$ cat src/rtl/gpr_pkg.sv
// Shared GPR indexing definitions for the operand-read side of the core.
package gpr_pkg;
  localparam int NREG      = 32;
  localparam int REG_IDX_W = 5;
  typedef logic [REG_IDX_W-1:0] reg_idx_t;
  localparam reg_idx_t REG_JAL  = 5'd31;
  localparam reg_idx_t REG_ZERO = 5'd0;
endpackage

$ cat src/rtl/gpr_read_scoreboard_if.sv
// Decode / writeback facing signals of the GPR read scoreboard.
interface gpr_read_scoreboard_if #(parameter int DW = 32);
  gpr_pkg::reg_idx_t ra_addr;
  gpr_pkg::reg_idx_t rb_addr;
  logic [DW-1:0]     ra_data;
  logic [DW-1:0]     rb_data;
  logic              ra_ready;
  logic              rb_ready;
  logic              iss_valid;
  gpr_pkg::reg_idx_t iss_addr;
  logic              iss_ready;
  logic              wb_en;
  gpr_pkg::reg_idx_t wb_addr;
  logic [DW-1:0]     wb_data;
  logic              busy;

  modport master (
    output ra_addr, rb_addr, iss_valid, iss_addr, wb_en, wb_addr, wb_data,
    input  ra_data, rb_data, ra_ready, rb_ready, iss_ready, busy
  );

  modport slave (
    input  ra_addr, rb_addr, iss_valid, iss_addr, wb_en, wb_addr, wb_data,
    output ra_data, rb_data, ra_ready, rb_ready, iss_ready, busy
  );
endinterface

$ cat src/rtl/gpr_read_port.sv
// One combinational GPR read port: r0 forcing, writeback bypass and operand-ready.
module gpr_read_port
  import gpr_pkg::*;
#(
  parameter int DW = 32,
  parameter int PW = 2
) (
  input  reg_idx_t      addr,
  input  logic [DW-1:0] reg_val,
  input  logic [PW-1:0] pend_val,
  input  logic          wb_en,
  input  reg_idx_t      wb_addr,
  input  logic [DW-1:0] wb_data,
  output logic [DW-1:0] data,
  output logic          ready
);
  logic hit;

  always_comb begin
    hit = wb_en && (wb_addr == addr);
    if (addr == REG_ZERO)
      data = '0;
    else if (hit)
      data = wb_data;
    else
      data = reg_val;
    // A single outstanding write landing this cycle is covered by the bypass.
    ready = (addr == REG_ZERO) || (pend_val == '0) ||
            ((pend_val == PW'(1)) && hit);
  end
endmodule

$ cat src/rtl/gpr_read_scoreboard.sv
// GPR file with one writeback port, two bypassed read ports and per-register
// pending-write counters for decode's operand-ready scoreboard.
module gpr_read_scoreboard #(
  parameter int NREG = gpr_pkg::NREG,
  parameter int DW   = 32,
  parameter int PW   = 2
) (
  input logic            clk,
  input logic            rst_n,
  gpr_read_scoreboard_if.slave bus
);
  import gpr_pkg::*;

  localparam logic [PW-1:0] PMAX = '1;

  logic [DW-1:0] regs [NREG];
  logic [PW-1:0] pend [NREG];
  logic [NREG-1:0] inc, dec;
  logic iss_rdy, iss_acc, busy_c;

  always_comb begin
    // A saturated counter draining this same cycle frees a slot for the issue.
    iss_rdy = (bus.iss_addr == REG_ZERO) || (pend[bus.iss_addr] != PMAX) ||
              (bus.wb_en && (bus.wb_addr == bus.iss_addr));
    iss_acc = bus.iss_valid && iss_rdy;
    inc     = '0;
    dec     = '0;
    busy_c  = 1'b0;
    for (int r = 1; r < NREG; r++) begin
      inc[r] = iss_acc && (bus.iss_addr == reg_idx_t'(r));
      dec[r] = bus.wb_en && (bus.wb_addr == reg_idx_t'(r)) && (pend[r] != '0);
      busy_c = busy_c || (pend[r] != '0);
    end
  end

  always_ff @(posedge clk or negedge rst_n) begin
    if (!rst_n) begin
      for (int r = 0; r < NREG; r++) begin
        regs[r] <= '0;
        pend[r] <= '0;
      end
    end else begin
      for (int r = 1; r < NREG; r++) begin
        if (bus.wb_en && (bus.wb_addr == reg_idx_t'(r)))
          regs[r] <= bus.wb_data;
        if (inc[r] && !dec[r])
          pend[r] <= pend[r] + PW'(1);
        else if (dec[r] && !inc[r])
          pend[r] <= pend[r] - PW'(1);
      end
    end
  end

  assign bus.iss_ready = iss_rdy;
  assign bus.busy      = busy_c;

  gpr_read_port #(.DW(DW), .PW(PW)) u_port_a (
    .addr     (bus.ra_addr),
    .reg_val  (regs[bus.ra_addr]),
    .pend_val (pend[bus.ra_addr]),
    .wb_en    (bus.wb_en),
    .wb_addr  (bus.wb_addr),
    .wb_data  (bus.wb_data),
    .data     (bus.ra_data),
    .ready    (bus.ra_ready)
  );

  gpr_read_port #(.DW(DW), .PW(PW)) u_port_b (
    .addr     (bus.rb_addr),
    .reg_val  (regs[bus.rb_addr]),
    .pend_val (pend[bus.rb_addr]),
    .wb_en    (bus.wb_en),
    .wb_addr  (bus.wb_addr),
    .wb_data  (bus.wb_data),
    .data     (bus.rb_data),
    .ready    (bus.rb_ready)
  );
endmodule

$ cat src/flat_wrapper.sv
// flat-port wrapper written by rule: the top's interface ports become plain ports
module gpr_read_scoreboard_flat import gpr_pkg::*;
#(
  parameter int NREG = gpr_pkg::NREG,
  parameter int DW   = 32,
  parameter int PW   = 2
)
  (clk, rst_n, bus_ra_addr, bus_rb_addr, bus_iss_valid, bus_iss_addr, bus_wb_en, bus_wb_addr, bus_wb_data, bus_ra_data, bus_rb_data, bus_ra_ready, bus_rb_ready, bus_iss_ready, bus_busy);
  gpr_read_scoreboard_if #(.DW(DW)) bus_i ();
  input logic clk;
  input logic rst_n;
  input wire logic [$bits(bus_i.ra_addr)-1:0] bus_ra_addr;
  input wire logic [$bits(bus_i.rb_addr)-1:0] bus_rb_addr;
  input wire logic [$bits(bus_i.iss_valid)-1:0] bus_iss_valid;
  input wire logic [$bits(bus_i.iss_addr)-1:0] bus_iss_addr;
  input wire logic [$bits(bus_i.wb_en)-1:0] bus_wb_en;
  input wire logic [$bits(bus_i.wb_addr)-1:0] bus_wb_addr;
  input wire logic [$bits(bus_i.wb_data)-1:0] bus_wb_data;
  output wire logic [$bits(bus_i.ra_data)-1:0] bus_ra_data;
  output wire logic [$bits(bus_i.rb_data)-1:0] bus_rb_data;
  output wire logic [$bits(bus_i.ra_ready)-1:0] bus_ra_ready;
  output wire logic [$bits(bus_i.rb_ready)-1:0] bus_rb_ready;
  output wire logic [$bits(bus_i.iss_ready)-1:0] bus_iss_ready;
  output wire logic [$bits(bus_i.busy)-1:0] bus_busy;
  assign bus_i.ra_addr = bus_ra_addr;
  assign bus_i.rb_addr = bus_rb_addr;
  assign bus_i.iss_valid = bus_iss_valid;
  assign bus_i.iss_addr = bus_iss_addr;
  assign bus_i.wb_en = bus_wb_en;
  assign bus_i.wb_addr = bus_wb_addr;
  assign bus_i.wb_data = bus_wb_data;
  assign bus_ra_data = bus_i.ra_data;
  assign bus_rb_data = bus_i.rb_data;
  assign bus_ra_ready = bus_i.ra_ready;
  assign bus_rb_ready = bus_i.rb_ready;
  assign bus_iss_ready = bus_i.iss_ready;
  assign bus_busy = bus_i.busy;
  gpr_read_scoreboard #(.NREG(NREG), .DW(DW), .PW(PW)) u_core (.clk(clk), .rst_n(rst_n), .bus(bus_i));
endmodule
$ cat config.mk
export PLATFORM = sky130hd
export DESIGN_NAME = gpr_read_scoreboard_flat
export DESIGN_NICKNAME = d
export VERILOG_FILES = /design/src/rtl/gpr_pkg.sv /design/src/rtl/gpr_read_scoreboard_if.sv /design/src/rtl/gpr_read_port.sv /design/src/rtl/gpr_read_scoreboard.sv /design/src/flat_wrapper.sv
export SDC_FILE = /design/constraint.sdc
export NUM_CORES = 2
export LEC_CHECK = 0
export ABC_CLOCK_PERIOD_IN_PS = 3100
export CORE_MARGIN = 10
export CORE_UTILIZATION = 50
export CTS_CLUSTER_SIZE = 16
export DETAILED_ROUTE_END_ITERATION = 8
export PLACE_DENSITY = 0.77
export SLEW_MARGIN = 20
export SYNTH_ARGS = -nofsm -noshare
export SYNTH_HDL_FRONTEND = slang
export SYNTH_SLANG_ARGS = --single-unit
$ cat constraint.sdc
create_clock -name clk -period 3.1 [get_ports clk]
set_input_delay 0.62 -clock clk [delete_from_list [all_inputs] [get_ports clk]]
set_output_delay 0.62 -clock clk [all_outputs]
set_load 0.05 [all_outputs]
==> flow_metrics.tcl <==
set metrics [dict create \
    ys_types 57 \
    crit_required_ns 2.48 \
    synth_seq_cells 1054 \
    synth_commonest_cells "mux2_2 (1058), dfrtp_1 (1054), mux4_2 (461), clkbuf_1 (229), buf_2 (155)" \
    finalHoldViolCount 0 \
    cts_buffers 111 \
    coreArea_sq_um 116000 \
    postLayoutSetupSlackWorst_ns -0.341 \
    cts_sinks 1054 \
    area_growth_syn_to_layout_pct 25.2 \
    hp-class "in2async" \
    syn_nets 4217 \
    critPathArrivalTime_ns 2.82 \
    die_area_sq_um 131000 \
    io-pin-count 124 \
    r2r-start "u_core.pend[34]$_DFFE_PN0P_" \
    cp_num_buf_inv 6 \
    grt_pass1_wl_microns 292000 \
    yosysMostFrequentCell "mux2_2" \
    ir_drop_mv 0.580 \
    cts-htree-levels 3 \
    avgSynthCellArea_sq_um 14.2 \
    fmax_mhz 291 \
    clk_path_buf_depth 3 \
    violations "setup timing" \
    setup_viol 68 \
    synth_edf_count 0 \
    slew_viol_final 0 \
    drtIter0Drc 5132 \
    fin_crit_sh 1.11 \
    grt-ovfl-total 0 \
    fin_crit_ns 3.44 \
    clock_latency_ns 0.75 \
    die_x_microns 362 \
    nets 4675 \
    p_sw_frac 0.307 \
    cts_tree "yes" \
    utilization 0.631 \
    cp_slowest_cell "nor4_1" \
    rsz0062_at_grt "true" \
    grt_antenna_before_repair 5 \
    worstSetupEndpointType "primary output" \
    dp.final_hpwl_microns 122000 \
    port_buffers 123 \
    clk_pin_slew_worst_paths_ns 0.06 \
    multi_input_area_sq_um 31700 \
    n_fill_cell 7944 \
    dpl_cell_area_sq_um 67000 \
    grt_usage 0.294 \
    synth_top_area_share 0.450 \
    via_count 43000 \
    routed_wl_microns 199000 \
    cp_max_fo 5 \
    crit_path_start_kind "input pin" \
    slew_headroom 0.511 \
    clockRootBuffer "clkbuf_16" \
    p_int_mw 31.6 \
    status "finished, violations left" \
    ys_seq_area_frac 0.450 \
    synth_area_leader_cell "dfrtp_1" \
    power_frac_seq 0.431 \
    crit_path_max_incr_delay_ns 0.34 \
    finalInstanceArea_sq_um 73400 \
    rr_worst_depth 11 \
    ff2ff_setup_slack_ns 0.36 \
    powerDensity_nw_per_um2 622 \
    netlist_area_sq_um 58600 \
    cap_viol_max_count 0 \
    grt_max_degree 129 \
    critPathTopFamily "buffers and inverters" \
    synthCells 4130 \
    wl_per_cell_microns 32.0 \
    p_leak_nw 31.8 \
    p_sw_mw 14.0 \
    numPlacedInstances 5876 \
    drc 0 \
    crit_cells 11 \
    clock_skew_ns 0.0399 \
    clkPwrFrac 0.298 \
    ys_async_sr_fraction 1.00 \
    postRouteAntennaNets 0 \
    placementRows 125 \
    cp_cell_sequence "buf_16, buf_12, xor2_1, nor4_1, nand3_1, buf_6, a31oi_4, buf_12, buf_16, a221o_1, buf_12" \
    first_pass_iters 5 \
    ys_warn_count 34 \
    finalNonFillerCells 6207 \
    p_comb_frac 0.271 \
    first_global_vias 44500 \
    globalplace.congestion 0.963 \
    tightest_slew_ns 0.733 \
    cpMostUsedCell "buf_12" \
    die_h_microns 362 \
    crit_type "in2out" \
    hold_slack_ns 0.440 \
    ff_latch_area_sq_um 26400 \
    synthTopCellsByArea "dfrtp_1 (45%), mux2_2 (20%), mux4_2 (18%)" \
    detail_route.vias_per_cell 6.93 \
    initial_core_util 0.504 \
    rr_endpoint "u_core.pend[57]$_DFFE_PN0P_" \
    drive_above_1_share 0.584 \
    ys.flop_type "dfrtp_1" \
]
## worst max path at each step
stage / startpoint / endpoint / slack, ns
after floorplan: bus_wb_addr[4] / bus_rb_data[12] / -0.11
after global placement: bus_wb_addr[4] / bus_rb_data[9] / -0.47
after detailed placement: bus_iss_addr[1] / u_core.pend[57]$_DFFE_PN0P_ / -0.49
after CTS: bus_ra_addr[0] / bus_ra_data[1] / -0.19
after global routing: bus_ra_addr[0] / bus_ra_data[4] / -0.33
final: bus_ra_addr[0] / bus_ra_data[1] / -0.34
## cells in the final DEF (no fill, tap or decap), drive strengths merged, types with 51 or more instances in the layout
cell type,netlist,final
o21ai,86,86
dfrtp,1054,1054
nand2,88,88
mux2,1058,1058
mux4,461,461
nor4,51,51
mux2i,95,95
nor2,75,75
clkbuf,229,171
a21oi,65,65
xor2,74,74
a221o,85,85
o22ai,58,58
a211oi,77,77
buf,237,759
## worst reg2reg max path, stage by stage (launching register included)
cell       delay (ns)
dfrtp_2          0.45
buf_4            0.16
a211oi_1         0.24
a31oi_1          0.09
o2111ai_2        0.23
a21oi_4          0.09
buf_4            0.19
nor4_1           0.53
ha_1             0.26
xor2_1           0.17
nor2_1           0.08
xor2_1           0.14
## per-layer routing
layer  vias up  share of wire  routed length (microns)  global-route usage
li1      17000              -                        -                   -
met4         2          0.064                    12700               0.165
met5         -       0.000055                       11                   0
met2      3003           0.45                    89000               0.444
met1     22400           0.37                    72500               0.376
met3       702           0.12                    24300              0.0902
## logic make-up (layout without fill, tap and decap cells)
family,Yosys count,in the layout,share of synthesized area
AOI/OAI and AO/OA,502,502,0.0631
xor gates and xnor gates,108,108,0.0161
adders and majority gates,31,31,0.00662
buffers and inverters,476,1024,0.0378
DFF,1054,1054,0.450
muxes,1614,1614,0.397
other,0,5,0
and+or+nand+nor,345,345,0.0300
## metrics by stage
stage | total power, mW | setup TNS (ns) | setup slack [ns]
4_1_cts | 45.1 | -7.52 | -0.195
3_5_place_dp | 30.9 | -41.99 | -0.485
5_1_grt | 47.2 | -16.54 | -0.332
6_report | 45.6 | -15.09 | -0.341
2_1_floorplan | 26.6 | -0.106 | -0.106
3_3_place_gp | 30.3 | -39.41 | -0.474
## state kept, by name, summed over array words and instances, names as in the netlist
name / flops
u_core.regs: 992
u_core.pend: 62
## power groups by stage
stage	registers (mW)	clock network, mW	logic [mW]
floorplan	18.4	0	8.23
global placement	19.3	0	11.0
detailed placement	19.6	0	11.3
CTS	19.4	13.7	12.1
global route	19.9	14.2	13.0
finish	19.7	13.6	12.4
## timing repair
item,in CTS,in global routing
gates cloned,17,4
pin swaps,93,48
endpoints found under the hold margin,33,0
hold buffers,1,0
endpoints found under the setup margin,68,68
gates resized for setup,282,75
buffers inserted,88,23
## final cells by class
class                      count  share of cell area
inverter                      10            0.000529
antenna                        5            0.000171
clock buffer                 166              0.0449
tap                         1524              0.0260
timing repair buffer         811               0.132
sequential                  1054               0.360
multi-input combinational   2600               0.431
clock inverter                37             0.00544
No activity file was read; power rests on OpenSTA's default activity.
